File: src/rtl/fifo_status_ctrl_if.sv
// -----------------------------------------------------------------------------
// fifo_status_ctrl_if
// Bundle between a FIFO's push/pop requesters and its pointer/status controller.
//   master : requester side, drives CLR / WR_EN / RD_EN and observes the rest
//   slave  : controller side, drives accepts, addresses, pointers, count, flags
// Signals:
//   CLR                 synchronous flush request
//   WR_EN, RD_EN        push / pop requests
//   WR_ACC, RD_ACC      push / pop accepted this cycle (combinational)
//   WR_ADDR, RD_ADDR    storage array addresses (ADDR_W bits)
//   WR_PTR, RD_PTR      pointers including the wrap bit (ADDR_W+1 bits)
//   Count               occupancy 0..2^ADDR_W
//   Full, Empty, Almost_Full, Almost_Empty   registered status flags
//   Overflow, Underflow sticky error flags
// -----------------------------------------------------------------------------
interface fifo_status_ctrl_if #(
    parameter int ADDR_W = 8
);
    logic              CLR;
    logic              WR_EN;
    logic              RD_EN;
    logic              WR_ACC;
    logic              RD_ACC;
    logic [ADDR_W-1:0] WR_ADDR;
    logic [ADDR_W-1:0] RD_ADDR;
    logic [ADDR_W:0]   WR_PTR;
    logic [ADDR_W:0]   RD_PTR;
    logic [ADDR_W:0]   Count;
    logic              Full;
    logic              Empty;
    logic              Almost_Full;
    logic              Almost_Empty;
    logic              Overflow;
    logic              Underflow;

    modport master (
        output CLR, WR_EN, RD_EN,
        input  WR_ACC, RD_ACC, WR_ADDR, RD_ADDR, WR_PTR, RD_PTR, Count,
               Full, Empty, Almost_Full, Almost_Empty, Overflow, Underflow
    );

    modport slave (
        input  CLR, WR_EN, RD_EN,
        output WR_ACC, RD_ACC, WR_ADDR, RD_ADDR, WR_PTR, RD_PTR, Count,
               Full, Empty, Almost_Full, Almost_Empty, Overflow, Underflow
    );
endinterface

File: src/rtl/fifo_status_ctrl.sv
// -----------------------------------------------------------------------------
// fifo_status_ctrl
// Pointer and status controller for a power-of-two-deep, single-clock FIFO.
// Pointers carry an extra wrap bit; Full/Empty and the almost flags are
// registered from the next-state occupancy so they line up with the pointers.
// Ports:
//   CLK   clock, all state updates on the rising edge
//   RST   synchronous active-high reset
//   bus   fifo_status_ctrl_if.slave (flush, push/pop requests and accepts,
//         storage addresses, pointers, count, status and sticky error flags)
// Parameters:
//   ADDR_W    address width, depth = 2^ADDR_W
//   AF_LEVEL  Almost_Full when Count >= AF_LEVEL (1..2^ADDR_W)
//   AE_LEVEL  Almost_Empty when Count <= AE_LEVEL (0..2^ADDR_W-1)
// -----------------------------------------------------------------------------
module fifo_status_ctrl #(
    parameter int ADDR_W   = 8,
    parameter int AF_LEVEL = 2**ADDR_W - 2,
    parameter int AE_LEVEL = 2
) (
    input  logic              CLK,
    input  logic              RST,
    fifo_status_ctrl_if.slave bus
);
    localparam int              DEPTH   = 2**ADDR_W;
    localparam logic [ADDR_W:0] DEPTH_C = (ADDR_W+1)'(DEPTH);
    localparam logic [ADDR_W:0] AF_C    = (ADDR_W+1)'(AF_LEVEL);
    localparam logic [ADDR_W:0] AE_C    = (ADDR_W+1)'(AE_LEVEL);
    localparam logic            AF_RST  = (AF_LEVEL == 0);

    if (AF_LEVEL < 1 || AF_LEVEL > DEPTH) begin : g_bad_af_level
        $error("fifo_status_ctrl: AF_LEVEL %0d outside 1..%0d", AF_LEVEL, DEPTH);
    end
    if (AE_LEVEL < 0 || AE_LEVEL > DEPTH - 1) begin : g_bad_ae_level
        $error("fifo_status_ctrl: AE_LEVEL %0d outside 0..%0d", AE_LEVEL, DEPTH - 1);
    end

    function automatic logic flag_full(input logic [ADDR_W:0] cnt);
        return cnt == DEPTH_C;
    endfunction

    function automatic logic flag_af(input logic [ADDR_W:0] cnt);
        return cnt >= AF_C;
    endfunction

    function automatic logic flag_ae(input logic [ADDR_W:0] cnt);
        return cnt <= AE_C;
    endfunction

    logic            flush;
    logic            wr_acc;
    logic            rd_acc;
    logic [ADDR_W:0] wr_ptr_q, wr_ptr_d;
    logic [ADDR_W:0] rd_ptr_q, rd_ptr_d;
    logic [ADDR_W:0] count_q,  count_d;
    logic            full_q,   full_d;
    logic            empty_q,  empty_d;
    logic            af_q,     af_d;
    logic            ae_q,     ae_d;
    logic            ovf_q,    ovf_d;
    logic            unf_q,    unf_d;

    always_comb begin
        flush  = RST | bus.CLR;
        // Accepts look only at registered flags, so no enable reaches a
        // registered output combinationally.
        wr_acc = bus.WR_EN & ~full_q  & ~flush;
        rd_acc = bus.RD_EN & ~empty_q & ~flush;

        // Natural (ADDR_W+1)-bit wrap gives the modulo 2^(ADDR_W+1) increment.
        wr_ptr_d = wr_ptr_q + {{ADDR_W{1'b0}}, wr_acc};
        rd_ptr_d = rd_ptr_q + {{ADDR_W{1'b0}}, rd_acc};
        count_d  = count_q + {{ADDR_W{1'b0}}, wr_acc} - {{ADDR_W{1'b0}}, rd_acc};

        // Flags come from next-state count so they are valid with the pointers.
        full_d  = flag_full(count_d);
        empty_d = (count_d == '0);
        af_d    = flag_af(count_d);
        ae_d    = flag_ae(count_d);

        ovf_d   = ovf_q | (bus.WR_EN & full_q);
        unf_d   = unf_q | (bus.RD_EN & empty_q);
    end

    always_ff @(posedge CLK) begin
        if (RST || bus.CLR) begin
            wr_ptr_q <= '0;
            rd_ptr_q <= '0;
            count_q  <= '0;
            full_q   <= 1'b0;
            empty_q  <= 1'b1;
            af_q     <= AF_RST;
            ae_q     <= 1'b1;
            ovf_q    <= 1'b0;
            unf_q    <= 1'b0;
        end else begin
            wr_ptr_q <= wr_ptr_d;
            rd_ptr_q <= rd_ptr_d;
            count_q  <= count_d;
            full_q   <= full_d;
            empty_q  <= empty_d;
            af_q     <= af_d;
            ae_q     <= ae_d;
            ovf_q    <= ovf_d;
            unf_q    <= unf_d;
        end
    end

    assign bus.WR_ACC       = wr_acc;
    assign bus.RD_ACC       = rd_acc;
    assign bus.WR_ADDR      = wr_ptr_q[ADDR_W-1:0];
    assign bus.RD_ADDR      = rd_ptr_q[ADDR_W-1:0];
    assign bus.WR_PTR       = wr_ptr_q;
    assign bus.RD_PTR       = rd_ptr_q;
    assign bus.Count        = count_q;
    assign bus.Full         = full_q;
    assign bus.Empty        = empty_q;
    assign bus.Almost_Full  = af_q;
    assign bus.Almost_Empty = ae_q;
    assign bus.Overflow     = ovf_q;
    assign bus.Underflow    = unf_q;
endmodule

File: src/flat_wrapper.sv
// flat-port wrapper written by rule: the top's interface ports become plain ports
module fifo_status_ctrl_flat 
#(
    parameter int ADDR_W   = 8,
    parameter int AF_LEVEL = 2**ADDR_W - 2,
    parameter int AE_LEVEL = 2
)
  (CLK, RST, bus_CLR, bus_WR_EN, bus_RD_EN, bus_WR_ACC, bus_RD_ACC, bus_WR_ADDR, bus_RD_ADDR, bus_WR_PTR, bus_RD_PTR, bus_Count, bus_Full, bus_Empty, bus_Almost_Full, bus_Almost_Empty, bus_Overflow, bus_Underflow);
  fifo_status_ctrl_if #(.ADDR_W(ADDR_W)) bus_i ();
  input  logic CLK;
  input  logic RST;
  input wire logic [$bits(bus_i.CLR)-1:0] bus_CLR;
  input wire logic [$bits(bus_i.WR_EN)-1:0] bus_WR_EN;
  input wire logic [$bits(bus_i.RD_EN)-1:0] bus_RD_EN;
  output wire logic [$bits(bus_i.WR_ACC)-1:0] bus_WR_ACC;
  output wire logic [$bits(bus_i.RD_ACC)-1:0] bus_RD_ACC;
  output wire logic [$bits(bus_i.WR_ADDR)-1:0] bus_WR_ADDR;
  output wire logic [$bits(bus_i.RD_ADDR)-1:0] bus_RD_ADDR;
  output wire logic [$bits(bus_i.WR_PTR)-1:0] bus_WR_PTR;
  output wire logic [$bits(bus_i.RD_PTR)-1:0] bus_RD_PTR;
  output wire logic [$bits(bus_i.Count)-1:0] bus_Count;
  output wire logic [$bits(bus_i.Full)-1:0] bus_Full;
  output wire logic [$bits(bus_i.Empty)-1:0] bus_Empty;
  output wire logic [$bits(bus_i.Almost_Full)-1:0] bus_Almost_Full;
  output wire logic [$bits(bus_i.Almost_Empty)-1:0] bus_Almost_Empty;
  output wire logic [$bits(bus_i.Overflow)-1:0] bus_Overflow;
  output wire logic [$bits(bus_i.Underflow)-1:0] bus_Underflow;
  assign bus_i.CLR = bus_CLR;
  assign bus_i.WR_EN = bus_WR_EN;
  assign bus_i.RD_EN = bus_RD_EN;
  assign bus_WR_ACC = bus_i.WR_ACC;
  assign bus_RD_ACC = bus_i.RD_ACC;
  assign bus_WR_ADDR = bus_i.WR_ADDR;
  assign bus_RD_ADDR = bus_i.RD_ADDR;
  assign bus_WR_PTR = bus_i.WR_PTR;
  assign bus_RD_PTR = bus_i.RD_PTR;
  assign bus_Count = bus_i.Count;
  assign bus_Full = bus_i.Full;
  assign bus_Empty = bus_i.Empty;
  assign bus_Almost_Full = bus_i.Almost_Full;
  assign bus_Almost_Empty = bus_i.Almost_Empty;
  assign bus_Overflow = bus_i.Overflow;
  assign bus_Underflow = bus_i.Underflow;
  fifo_status_ctrl #(.ADDR_W(ADDR_W), .AF_LEVEL(AF_LEVEL), .AE_LEVEL(AE_LEVEL)) u_core (.CLK(CLK), .RST(RST), .bus(bus_i));
endmodule
File: config.mk
export PLATFORM = sky130hd
export DESIGN_NAME = fifo_status_ctrl_flat
export DESIGN_NICKNAME = d
export VERILOG_FILES = /design/src/rtl/fifo_status_ctrl_if.sv /design/src/rtl/fifo_status_ctrl.sv /design/src/flat_wrapper.sv
export SDC_FILE = /design/constraint.sdc
export NUM_CORES = 1
export LEC_CHECK = 0
export ABC_CLOCK_PERIOD_IN_PS = 3410
export CAP_MARGIN = 20
export CORE_ASPECT_RATIO = 1.1
export CORE_MARGIN = 8
export CORE_UTILIZATION = 42
export CTS_CLUSTER_SIZE = 16
export DETAILED_ROUTE_END_ITERATION = 7
export PLACE_DENSITY = 0.76
export SYNTH_ARGS = -nofsm -noshare
export SYNTH_HDL_FRONTEND = slang
export SYNTH_SLANG_ARGS = --single-unit
File: constraint.sdc
create_clock -name CLK -period 3.41 [get_ports CLK]
set_input_delay 0.8525 -clock CLK [delete_from_list [all_inputs] [get_ports CLK]]
set_output_delay 0.8525 -clock CLK [all_outputs]
set_load 0.03 [all_outputs]
; ---- Word-level counts from Yosys, hierarchy flattened
; Cells that the tools add are included.
[totals]
output_inout_bits = 51
inputBits = 5
wordCells = 30
ff_bits = 33
[op_classes]
reduce_logical = 2
n_addsub = 4
magnitude_cmp = 2
n_eq_ne = 1
bitwise_logic = 12
[op_table]
columns = operator, n
row1 = 9-bit by 1-bit adder with 9-bit output, 3
row2 = 9-bit equality test (second input constant), 1
row3 = 9-bit by 8-bit >= comparator with 1-bit output (second input constant), 1
row4 = 9-bit by 2-bit <= comparator with 1-bit output (second input constant), 1
row5 = 9-bit zero test, 1
row6 = 9-bit by 1-bit subtractor with 9-bit output, 1
row7 = 1-bit bitwise AND, 6
row8 = 1-bit inverter, 3
row9 = 1-bit OR, 3
row10 = 1-bit logical OR, 1

; ---- Depth between registers and ports, before layout
[depth]
depth_word = 6
ltp_mapped = 13
depth_no_buf = 12

; ---- Worst setup path after synthesis
; No wires, ideal clock.
[synth_timing]
path_type = in2reg
start = input port bus_CLR
end = register u_core.full_q, in the netlist u_core.bus.Full
n_path_buf = 2
t_arrival_ns = 3.353
required_time_ns = 3.323
stages = 13
slack_ns = -0.031
setup_ns = 0.087
path_cell_list = or2_2 buf_4 clkbuf_1 nor2_1 ha_1 inv_1 fa_1 nand2b_1 a211oi_1 o41ai_2 xnor2_1 or2_4 nor4b_2
[synth_via]
elab_chain_cells = 6
word_cells_on_any_way = 8
classes_between = add/sub: 2 / eq/ne: 1 / bitwise: 4 / reduce/logical: 1
[synth_rtl]
columns = element, line
row1 = "start, declared", flat_wrapper.sv:12  ; input wire logic [$bits(bus_i.CLR)-1:0] bus_CLR;
row2 = 1-bit OR, fifo_status_ctrl.sv:64  ; flush = RST | bus.CLR;
row3 = 1-bit inverter, "fifo_status_ctrl.sv:67, fifo_status_ctrl.sv:68"
row4 = 1-bit bitwise AND, fifo_status_ctrl.sv:67  ; wr_acc = bus.WR_EN & ~full_q & ~flush;
row5 = 9-bit by 1-bit adder with 9-bit output, fifo_status_ctrl.sv:73  ; count_d = count_q + {{ADDR_W{1'b0}}, wr_acc} - {{ADDR_W{1'b0}}, rd_acc};
row6 = 9-bit by 1-bit subtractor with 9-bit output, fifo_status_ctrl.sv:73
row7 = 9-bit equality test, fifo_status_ctrl.sv:39  ; return cnt == DEPTH_C;
row8 = "end signal, assigned", fifo_status_ctrl.sv:100  ; full_q <= full_d;
row9 = "end, declared", fifo_status_ctrl.sv:56  ; logic full_q, full_d;
; Parallel ways exist; a longest one is shown, timed or not.
; A chain may end at the register's enable or synchronous reset.

; ---- Worst setup path in the final report
; Same ends and word-level chain as after synthesis.

==> metrics <==
outcome=complete, no violations; syn_area_per_cell=8.853 um^2; Clock Tree Root=clkbuf_8; Worst Path Class, Setup=input pin to flop; # hold bufs at CTS=0; Post-Synthesis Cells=199; Max stage delay on crit path=0.41 ns; grt met3 use=5.927%; Data required, critical path=3.61 ns; H-tree depth=2; CTS buffer count=5; setup bufs post-CTS=0; YS warnings=0; Nets=272; unrepaired setup endpoints after global routing=no; Fin. Hold Viols=0; First-pass DRT Iterations=4; Final ANT Viol Nets=0; leakage=0.9673 nW; min Tclk post-route=3.211 ns; CP max stage cell=clkdlybuf4s50_1; CP Launch Type=input pin; Synth Register Bits=33; DR vias=1,499; Hold Path Class=flop to flop; met2 GRT Util=21.37%; pin count of the biggest net entering global routing=19; Total GRT Usage=12.16%; Final period util=94.17%; ANT cells=0; Max Freq=0.3114 GHz; WP data arrival=3.41 ns; worst-margin pin slew=0.5092 ns; die area=6525 um^2; syn nets=216; Setup Skew=0.003233 ns; CP cell instances=clkdlybuf4s50_1 > or2_4 > nor2_1 > ha_2 > inv_1 > fa_2 > nand2b_4 > a211oi_4 > o41ai_2 > xnor2_1 > or2_4 > nor4b_2; Worst path most repeated cell=or2_4; placed cell area=2340 um^2; routed wire length=4101 um; fillcell total=350; Sum Neg Setup Slack=0 ns; vias in the first global route=1,449; area grow syn2layout=41.26%; GP Congestion=0.7780; Storage cell area=660.6 um^2; Power Density=610.0 nW/um^2; # rows=24; Die H=83.93 um; Netlist cell types=36; starting density of the core=44.11%; initial DRC count=49; gr ovfl total=0; overall power=1.518 mW; fraction of layout cells with a size suffix above 1=14.45%; Port Buf Inserts=55; design area=2489 um^2; met1 Usage GRT=12.04%; CTS Sinks=33; setup slack at placement=-0.2681 ns; core region area=3994 um^2; final setup margin=0.1990 ns; critical path endpoint category=flop; global-route wire length before repair=6582 um; Residual DRC=0; Max FO, Critical Path=4; Rel. slew slack=65.93%; HPWL Detailed=3251 um; multi-input logic area=954.7 um^2; Final Setup Violations=0; total of max-cap violations=0; worst-skew pair later-pin latency=0.28 ns; CTS tree=built; sequential area share after synthesis=37.50%; CTS max path bufs=2; Die Width=77.75 um; Top-Level Pins=56; Syn Std Cell Area=1762 um^2; vias per cell=4.867; busiest grt layer=met2; initial antenna violation count=0; Peak VDD IR=507.7 uV; Slew Viols, Final=0; DR WL/cell=13.31 um; Reg clk slew, reported paths=0.07 ns
## through the flow
stage / hold WS (ns) / util [%] / cells
floorplan: 0.6210 / - / 199
global placement: 0.4542 / 58.58 / 300
detailed placement: 0.4605 / 58.58 / 300
CTS: 0.4773 / 61.50 / 308
global route: 0.5132 / 62.31 / 308
finish: 0.4737 / 62.31 / 308
## area by class of cell
cell class	instances	area share, %
multi-input cells	134	38.36
clock inverters	1	1.207
clock buffers	7	3.469
inverters	13	1.961
repair buffers	68	25.84
flip-flops and latches	33	26.55
well taps	52	2.614
## cells by family (layout without fill, tap and decap cells)
| group | count (synthesis) | count (layout) | share of synthesized area [%] |
|---|---|---|---|
| and+or+nand+nor | 75 | 75 | 21.88 |
| DFF | 33 | 33 | 37.50 |
| buffers and inverters | 32 | 89 | 10.44 |
| AOI/OAI and AO/OA | 25 | 25 | 10.23 |
| xor gates and xnor gates | 21 | 21 | 10.44 |
| adders and majority gates | 12 | 12 | 8.949 |
| muxes | 1 | 1 | 0.5682 |
## layout by cell type, fill, tap and decap left out, types with 6 or more instances in the layout
master           count
buf_4               15
nor2_1              31
xor2_1              13
nand3_1             10
and2_1               6
xnor2_1              8
inv_1               13
clkbuf_8             6
a21oi_1              8
o21ai_0              6
dfxtp_1             33
nand2_1              9
clkdlybuf4s50_1     53
ha_1                10
## where the power goes
| group | switching, mW | internal [mW] |
|---|---|---|
| clock | 0.138 | 0.238 |
| sequential | 0.0238 | 0.425 |
| combinational | 0.348 | 0.345 |
## synthesized netlist by cell type (all sizes together)
cell / number / area share, %
and2: 6 / 2.1
nand3: 10 / 2.8
o41ai: 2 / 1.4
o21ai: 8 / 2.3
nand2b: 4 / 1.6
o21a: 1 / 0.43
nor3: 3 / 1.1
inv: 13 / 2.8
clkbuf: 2 / 0.43
nor4bb: 1 / 0.57
a21o: 1 / 0.43
a2111oi: 1 / 1.6
mux2i: 1 / 0.57
or3: 3 / 1.1
nor4b: 1 / 0.85
nand2: 9 / 1.9
dfxtp: 33 / 37
a21oi: 9 / 2.6
buf: 17 / 7.2
xnor2: 8 / 4.0
nor2: 32 / 7.2
ha: 11 / 7.8
a211oi: 2 / 1.1
nand4b: 2 / 0.99
nand4: 2 / 0.71
o21bai: 1 / 0.43
or2: 2 / 0.85
xor2: 13 / 6.5
fa: 1 / 1.1
## critical path: cells and delay by family
family          cells  cell delay, ns
buf+inv             2            0.46
xor+xnor            1            0.14
fa+ha+maj           2            0.54
simple gates        5            1.05
compound gates      2            0.37
## final timing paths
path	from	end	slack, ns	cells after the start
worst max-delay path	bus_CLR	u_core.bus.Full	0.20	12
worst max register to register	u_core.bus.Full	u_core.bus.Full	0.86	12
worst min register to register	u_core.bus.Underflow	u_core.bus.Underflow	0.47	2
worst min-delay path	u_core.bus.Underflow	u_core.bus.Underflow	0.47	2
## layer usage
layer	vias to the layer above	part of all wire [%]
met3	6	10
met5	-	0
met2	46	50
met1	689	39
met4	0	1.2
li1	758	-
## repair_timing
item / 4_1_cts / 5_1_grt
hold endpoints to repair: 0 / 0
endpoints found under the setup margin: 0 / 4
resized for setup: 0 / 7
No activity file was read; power rests on OpenSTA's default activity.
